File: src/rtl/muldiv_pkg.sv
// muldiv_pkg: opcode and state encodings, iteration count and operand helper
// shared by the ex_muldiv multiply/divide unit.
package muldiv_pkg;
    localparam logic [1:0] MD_MULT  = 2'b00;
    localparam logic [1:0] MD_MULTU = 2'b01;
    localparam logic [1:0] MD_DIV   = 2'b10;
    localparam logic [1:0] MD_DIVU  = 2'b11;
    localparam int         MD_ITER  = 32;

    typedef enum logic [1:0] {IDLE = 2'd0, RUN = 2'd1, SIGN = 2'd2} md_state_e;

    function automatic logic [31:0] md_mag(input logic [31:0] v, input logic sgn);
        return (sgn && v[31]) ? -v : v;
    endfunction
endpackage

File: src/rtl/muldiv_step.sv
// muldiv_step: one shift-add multiply step or one restoring shift-subtract
// divide step on the {hi,lo} accumulator pair.
module muldiv_step
    import muldiv_pkg::*;
(
    input  logic        is_div,
    input  logic [31:0] hi,
    input  logic [31:0] lo,
    input  logic [31:0] b,
    output logic [31:0] hi_n,
    output logic [31:0] lo_n
);
    logic [32:0] sum, rem_sh, diff;

    always_comb begin
        sum    = {1'b0, hi} + (lo[0] ? {1'b0, b} : 33'd0);
        rem_sh = {hi, lo[31]};
        // remainder stays below the divisor, so bit 32 of diff is a clean borrow flag
        diff   = rem_sh - {1'b0, b};
        hi_n   = is_div ? (diff[32] ? rem_sh[31:0] : diff[31:0]) : sum[32:1];
        lo_n   = is_div ? {lo[30:0], ~diff[32]} : {sum[0], lo[31:1]};
    end
endmodule

File: src/rtl/ex_muldiv.sv
// ex_muldiv: MIPS MULT/MULTU/DIV/DIVU unit with architectural HI/LO, 33-cycle
// iterative path; define MULDIV_FAST_MULT_EN for single-cycle multiplies.
module ex_muldiv
    import muldiv_pkg::*;
(
    input  logic        clock,
    input  logic        reset,
    input  logic        EX_start,
    input  logic [1:0]  EX_MDOp,
    input  logic [31:0] EX_D1,
    input  logic [31:0] EX_D2,
    input  logic        EX_HI_WEN,
    input  logic        EX_LO_WEN,
    input  logic        EX_abort,
    output logic        MD_busy,
    output logic        MD_done,
    output logic [31:0] MD_HI,
    output logic [31:0] MD_LO
);
    md_state_e   state_q, state_d;
    logic [4:0]  cnt_q, cnt_d;
    logic [31:0] acc_hi_q, acc_hi_d, acc_lo_q, acc_lo_d, b_q, b_d, hi_q, hi_d, lo_q, lo_d;
    logic        is_div_q, is_div_d, neg_q, neg_d, rneg_q, rneg_d, done_q, done_d;
    logic        is_signed, op_div, fast, start;
    logic [31:0] a_mag, b_mag, step_hi, step_lo;
    logic [63:0] prod;

    assign is_signed = !(EX_MDOp == MD_MULTU || EX_MDOp == MD_DIVU);
    assign op_div    = !(EX_MDOp == MD_MULT || EX_MDOp == MD_MULTU);
    assign start     = EX_start && !EX_abort && state_q == IDLE;
    assign a_mag     = md_mag(EX_D1, is_signed);
    assign b_mag     = md_mag(EX_D2, is_signed);
    assign prod      = {acc_hi_q, acc_lo_q};
`ifdef MULDIV_FAST_MULT_EN
    assign fast = !op_div;
`else
    assign fast = 1'b0;
`endif

    muldiv_step u_step (
        .is_div(is_div_q), .hi(acc_hi_q), .lo(acc_lo_q), .b(b_q),
        .hi_n(step_hi), .lo_n(step_lo)
    );

    always_ff @(posedge clock or negedge reset) begin
        if (!reset) begin
            state_q  <= IDLE;
            cnt_q    <= '0;
            acc_hi_q <= '0;
            acc_lo_q <= '0;
            b_q      <= '0;
            hi_q     <= '0;
            lo_q     <= '0;
            is_div_q <= 1'b0;
            neg_q    <= 1'b0;
            rneg_q   <= 1'b0;
            done_q   <= 1'b0;
        end else begin
            state_q  <= state_d;
            cnt_q    <= cnt_d;
            acc_hi_q <= acc_hi_d;
            acc_lo_q <= acc_lo_d;
            b_q      <= b_d;
            hi_q     <= hi_d;
            lo_q     <= lo_d;
            is_div_q <= is_div_d;
            neg_q    <= neg_d;
            rneg_q   <= rneg_d;
            done_q   <= done_d;
        end
    end

    always_comb begin
        state_d = state_q;
        if (EX_abort)
            state_d = IDLE;
        else
            case (state_q)
                IDLE:    state_d = EX_start ? (fast ? SIGN : RUN) : IDLE;
                RUN:     state_d = (cnt_q == 5'd0) ? SIGN : RUN;
                default: state_d = IDLE;
            endcase
    end

    always_comb begin
        cnt_d    = cnt_q;
        acc_hi_d = acc_hi_q;
        acc_lo_d = acc_lo_q;
        b_d      = b_q;
        hi_d     = hi_q;
        lo_d     = lo_q;
        is_div_d = is_div_q;
        neg_d    = neg_q;
        rneg_d   = rneg_q;
        done_d   = 1'b0;
        if (state_q == IDLE) begin
            hi_d = EX_HI_WEN ? EX_D1 : hi_q;
            lo_d = EX_LO_WEN ? EX_D1 : lo_q;
            if (start) begin
                acc_hi_d = '0;
                acc_lo_d = a_mag;
                b_d      = b_mag;
                is_div_d = op_div;
                neg_d    = is_signed && (EX_D1[31] ^ EX_D2[31]);
                rneg_d   = is_signed && EX_D1[31];
                cnt_d    = 5'(MD_ITER - 1);
`ifdef MULDIV_FAST_MULT_EN
                if (fast) {acc_hi_d, acc_lo_d} = {32'd0, a_mag} * {32'd0, b_mag};
`endif
            end
        end else if (state_q == RUN) begin
            acc_hi_d = step_hi;
            acc_lo_d = step_lo;
            cnt_d    = cnt_q - 5'd1;
        end else if (!EX_abort) begin
            // quotient takes the xor of operand signs, remainder the dividend's sign
            done_d       = 1'b1;
            {hi_d, lo_d} = is_div_q ? {rneg_q ? -acc_hi_q : acc_hi_q, neg_q ? -acc_lo_q : acc_lo_q}
                                    : (neg_q ? -prod : prod);
        end
    end

    always_comb begin
        MD_busy = state_q != IDLE;
        MD_done = done_q;
        MD_HI   = hi_q;
        MD_LO   = lo_q;
    end
endmodule

File: config.mk
export PLATFORM = sky130hd
export DESIGN_NAME = ex_muldiv
export DESIGN_NICKNAME = d
export VERILOG_FILES = /design/src/rtl/muldiv_pkg.sv /design/src/rtl/muldiv_step.sv /design/src/rtl/ex_muldiv.sv
export SDC_FILE = /design/constraint.sdc
export NUM_CORES = 1
export LEC_CHECK = 0
export CORE_UTILIZATION = 53
export DETAILED_ROUTE_END_ITERATION = 10
export PLACE_DENSITY = 0.78
export SLEW_MARGIN = 20
export SYNTH_ARGS = -nofsm -noshare
export SYNTH_HDL_FRONTEND = slang
export SYNTH_SLANG_ARGS = --single-unit
File: constraint.sdc
create_clock -name clock -period 3.5 [get_ports clock]
set_clock_uncertainty 0.1 [all_clocks]
set_input_delay 0.7 -clock clock [delete_from_list [all_inputs] [get_ports clock]]
set_output_delay 0.7 -clock clock [all_outputs]
set_load 0.1 [all_outputs]
==> metrics.md <==
| Metric | Value |
|---|---|
| Seq. cell area | `0.00428 mm²` |
| Sw Pwr | `7.41 mW` |
| Fin util | `approximately two thirds` |
| Routed Antenna Nets | `0` |
| FP Rows | `between 50 and 60` |
| Layout area overhead | `24.1%` |
| Slew of the pin with the lowest slew margin | `between 0.9 and 1 ns` |
| Initial DRC Count | `~1800` |
| Placement Setup Slack | `-0.195 ns` |
| I/O pin cnt | `between 100 and 150` |
| Slew HR | `~35%` |
| CTS tree | `yes` |
| Cell variety after synth | `between 70 and 80` |
| Seq pwr share | `21.3%` |
| Setup crit end kind | `register` |
| Ys async rst share | `100%` |
| Yosys warnings | `0` |
| DR DRC count | `0` |
| Placer congestion estimate | `~1.0` |
| Combinational Power Share | `about two thirds` |
| Worst setup path startpoint | `b_q[0]` |
| Startpoint Class | `register` |
| RSZ-0062 raised after global routing | `true` |
| Drt pass-1 iters | `5` |
| TritonCTS Buffers | `17` |
| Fillcell total | `~2300` |
| Largest net degree at the start of global routing | `around 100` |
| Vias | `~15000` |
| Final WS setup | `between 0.07 and 0.08 ns` |
| FMAX | `about 290 MHz` |
| GRT overflow | `0` |
| Detailed-placement wirelength estimate | `approximately 36 mm` |
| Max-cap violations | `0` |
| Pwr per Cell Area | `roughly 840 mW/mm²` |
| Avg WL per Cell | `approximately 20 µm` |
| Crit path time final | `between 3 and 4 ns` |
| Fin. max-slew vios | `0` |
| Total Routing Usage GR | `between 30% and 40%` |
| Vias per cell | `a little over 6` |
| Internal power | `a little over 7 mW` |
| Status | `complete, no violations` |
| Area of the multi-input gates | `between 0.009 and 0.01 mm²` |
| Die area | `approximately 0.027 mm²` |
| Input/output buffers | `137` |
| Initial antenna violation count | `0` |
| Placed Area | `0.0168 mm²` |
| Layout cell share with drive strength beyond 1 | `15.8%` |
| Worst VDD drop | `0.494 mV` |
| Post-synth EDFFs | `0` |
| Most common cell after layout, fill and taps aside | `buf_4` |
| Pleak | `7.86 nW` |
| Floorplan core area | `roughly 0.026 mm²` |
| Root Buffer | `clkbuf_16` |
| Hold_buf cts | `0` |
| H-tree level count | `4` |
| Skew-Pair Late Insertion Delay | `roughly 0.46 ns` |
| Worst path required time | `3.78 ns` |
| Final hold viol count | `0` |
| Crit Path Class | `reg2reg` |
| Final setup viols | `0` |
| Vias in the first global route | `between 10000 and 15000` |
| #FFs+latches synth | `~170` |
| Starting density of the core | `between 50% and 60%` |
| Crit path DAT | `~3.7 ns` |
| Switching Share | `between 50% and 60%` |
| Most frequent cells in the layout | `235 x buf_4, 204 x nand2_1, 187 x nor2_1, 178 x o21ai_0, 170 x dfrtp_1` |
| Die width | `between 150 and 200 µm` |
| Clock transition at path regs | `roughly 0.08 ns` |
| R2r worst-path depth | `15` |
| Post-Syn Nets | `1929` |
| Synth Instances | `between 1500 and 2000` |
| Post-synth top flop | `dfrtp_1` |
| Clock buffer depth | `2` |
| Crit path max fanout | `4` |
| Ant diodes | `0` |
| Die outline height | `around 170 µm` |
| Global-route wire length before repair | `73.1 mm` |
| Final worst path period share | `98.0%` |
| Worst min-delay path category | `in2async` |
| Reg-to-reg startpoint | `b_q[0]` |
| Synthesized area | `approximately 0.014 mm²` |
| Clock Power Share | `13.9%` |
| Nets | `around 2200` |
| CTS sink count | `171` |
| Routed WL | `about 47 mm` |
| Avg Inst Size Synth | `7.89 µm²` |
| Fin area | `0.0175 mm²` |
| Seq/Total Area, Yosys | `30.4%` |
-- through the flow --
stage	hold WS, ns	setup TNS, ns	total power, mW	instances
final	0.129	0	14.6	2381
after global routing	0.186	-0.0595	15.5	2381
after CTS	0.164	0	14.4	2380
after detailed placement	0.370	-0.486	12.3	2348
after global placement	0.361	-0.813	12.1	2348
after floorplan	0.304	0	9.25	1785
-- cell usage after synthesis, types with 8 or more instances --
master,n,share of area [%]
a211oi_1,16,0.85
a21o_1,31,1.7
a21oi_1,152,5.4
a22oi_1,19,1.0
a31oi_1,22,0.98
and3_1,14,0.62
clkbuf_1,75,2.0
dfrtp_1,171,30
ha_1,70,6.2
inv_1,62,1.7
mux2i_1,58,4.1
nand2_1,206,5.5
nand2b_1,13,0.58
nand3_1,27,0.96
nand4_1,8,0.36
nor2_1,190,5.1
nor2b_1,14,0.62
nor3_1,30,1.1
nor4_1,18,0.80
o211ai_1,18,0.96
o21a_1,10,0.53
o21ai_0,181,6.4
o22ai_1,14,0.62
o31ai_1,38,2.0
o41ai_1,10,0.62
or2_2,8,0.36
or3_1,31,1.4
xnor2_1,101,6.3
xor2_1,64,4.0
-- kinds of logic (layout without fill, tap and decap cells) --
logic type                 count (synthesis)  after routing  synth area share, %
AOI/OAI and AO/OA                        567            567                 24.7
xor gates and xnor gates                 165            165                 10.3
adders and majority gates                 72             72                 6.50
buffers and inverters                    149            410                 4.08
DFF                                      171            171                 30.4
muxes                                     65             65                 4.68
and+or+nand+nor                          596            596                 19.4
-- power groups by stage --
stage | clock [mW] | sequential (mW) | combinational [mW]
detailed placement | 0 | 3.13 | 9.19
global placement | 0 | 3.10 | 9.01
floorplan | 0 | 4.34 | 4.91
global route | 2.10 | 3.18 | 10.2
CTS | 2.03 | 3.09 | 9.24
finish | 2.03 | 3.11 | 9.46
-- area by class of cell --
cell class	count	area share (%)
Clock buffer	17	2.43
Clock inverter	15	1.10
Inverter	64	1.37
Multi-Input combinational cell	1465	53.3
Sequential cell	171	24.5
Tap cell	335	2.40
Timing Repair Buffer	314	14.9
-- layer usage --
metal	wire length, µm	up-vias	global-route usage, %
li1	-	6927	-
met1	19100	6868	44.4
met2	22000	759	58.9
met3	3830	116	4.77
met4	1730	0	14.2
met5	0	-	0
-- worst max-delay path: stages, from the launching register on --
cell and delay [ns]:
dfrtp_1 0.43, and2_1 0.15, ha_1 0.17, inv_1 0.06, fa_2 0.36, nor2b_2 0.13
o31a_1 0.19, o21ai_0 0.10, buf_4 0.16, o22a_1 0.20, o211ai_1 0.42, nand2_1 0.17
a2111oi_2 0.33, buf_4 0.16, o21ai_0 0.06, a22oi_1 0.15
-- worst paths after layout --
check / slack (ns) / to
min reg2reg: 0.38 / b_q[17]
max reg2reg: 0.07 / acc_hi_q[29]
min: 0.13 / MD_LO[10]
min in group clock: 0.38 / b_q[17]
max: 0.07 / acc_hi_q[29]
max in group asynchronous: 2.23 / acc_lo_q[18]
-- registers in the layout (all words and copies together) (netlist names), 2 cells and up --
register	cells
cnt_q	5
acc_hi_q	32
acc_lo_q	32
MD_LO	32
b_q	32
state_q	2
MD_HI	32
-- what timing repair did --
action	CTS	global route
gates cloned	0	0
setup buffers	0	1
gates resized for setup	1	15
pin swaps	1	3
setup endpoints to repair	1	31
No activity file was read; power rests on OpenSTA's default activity.
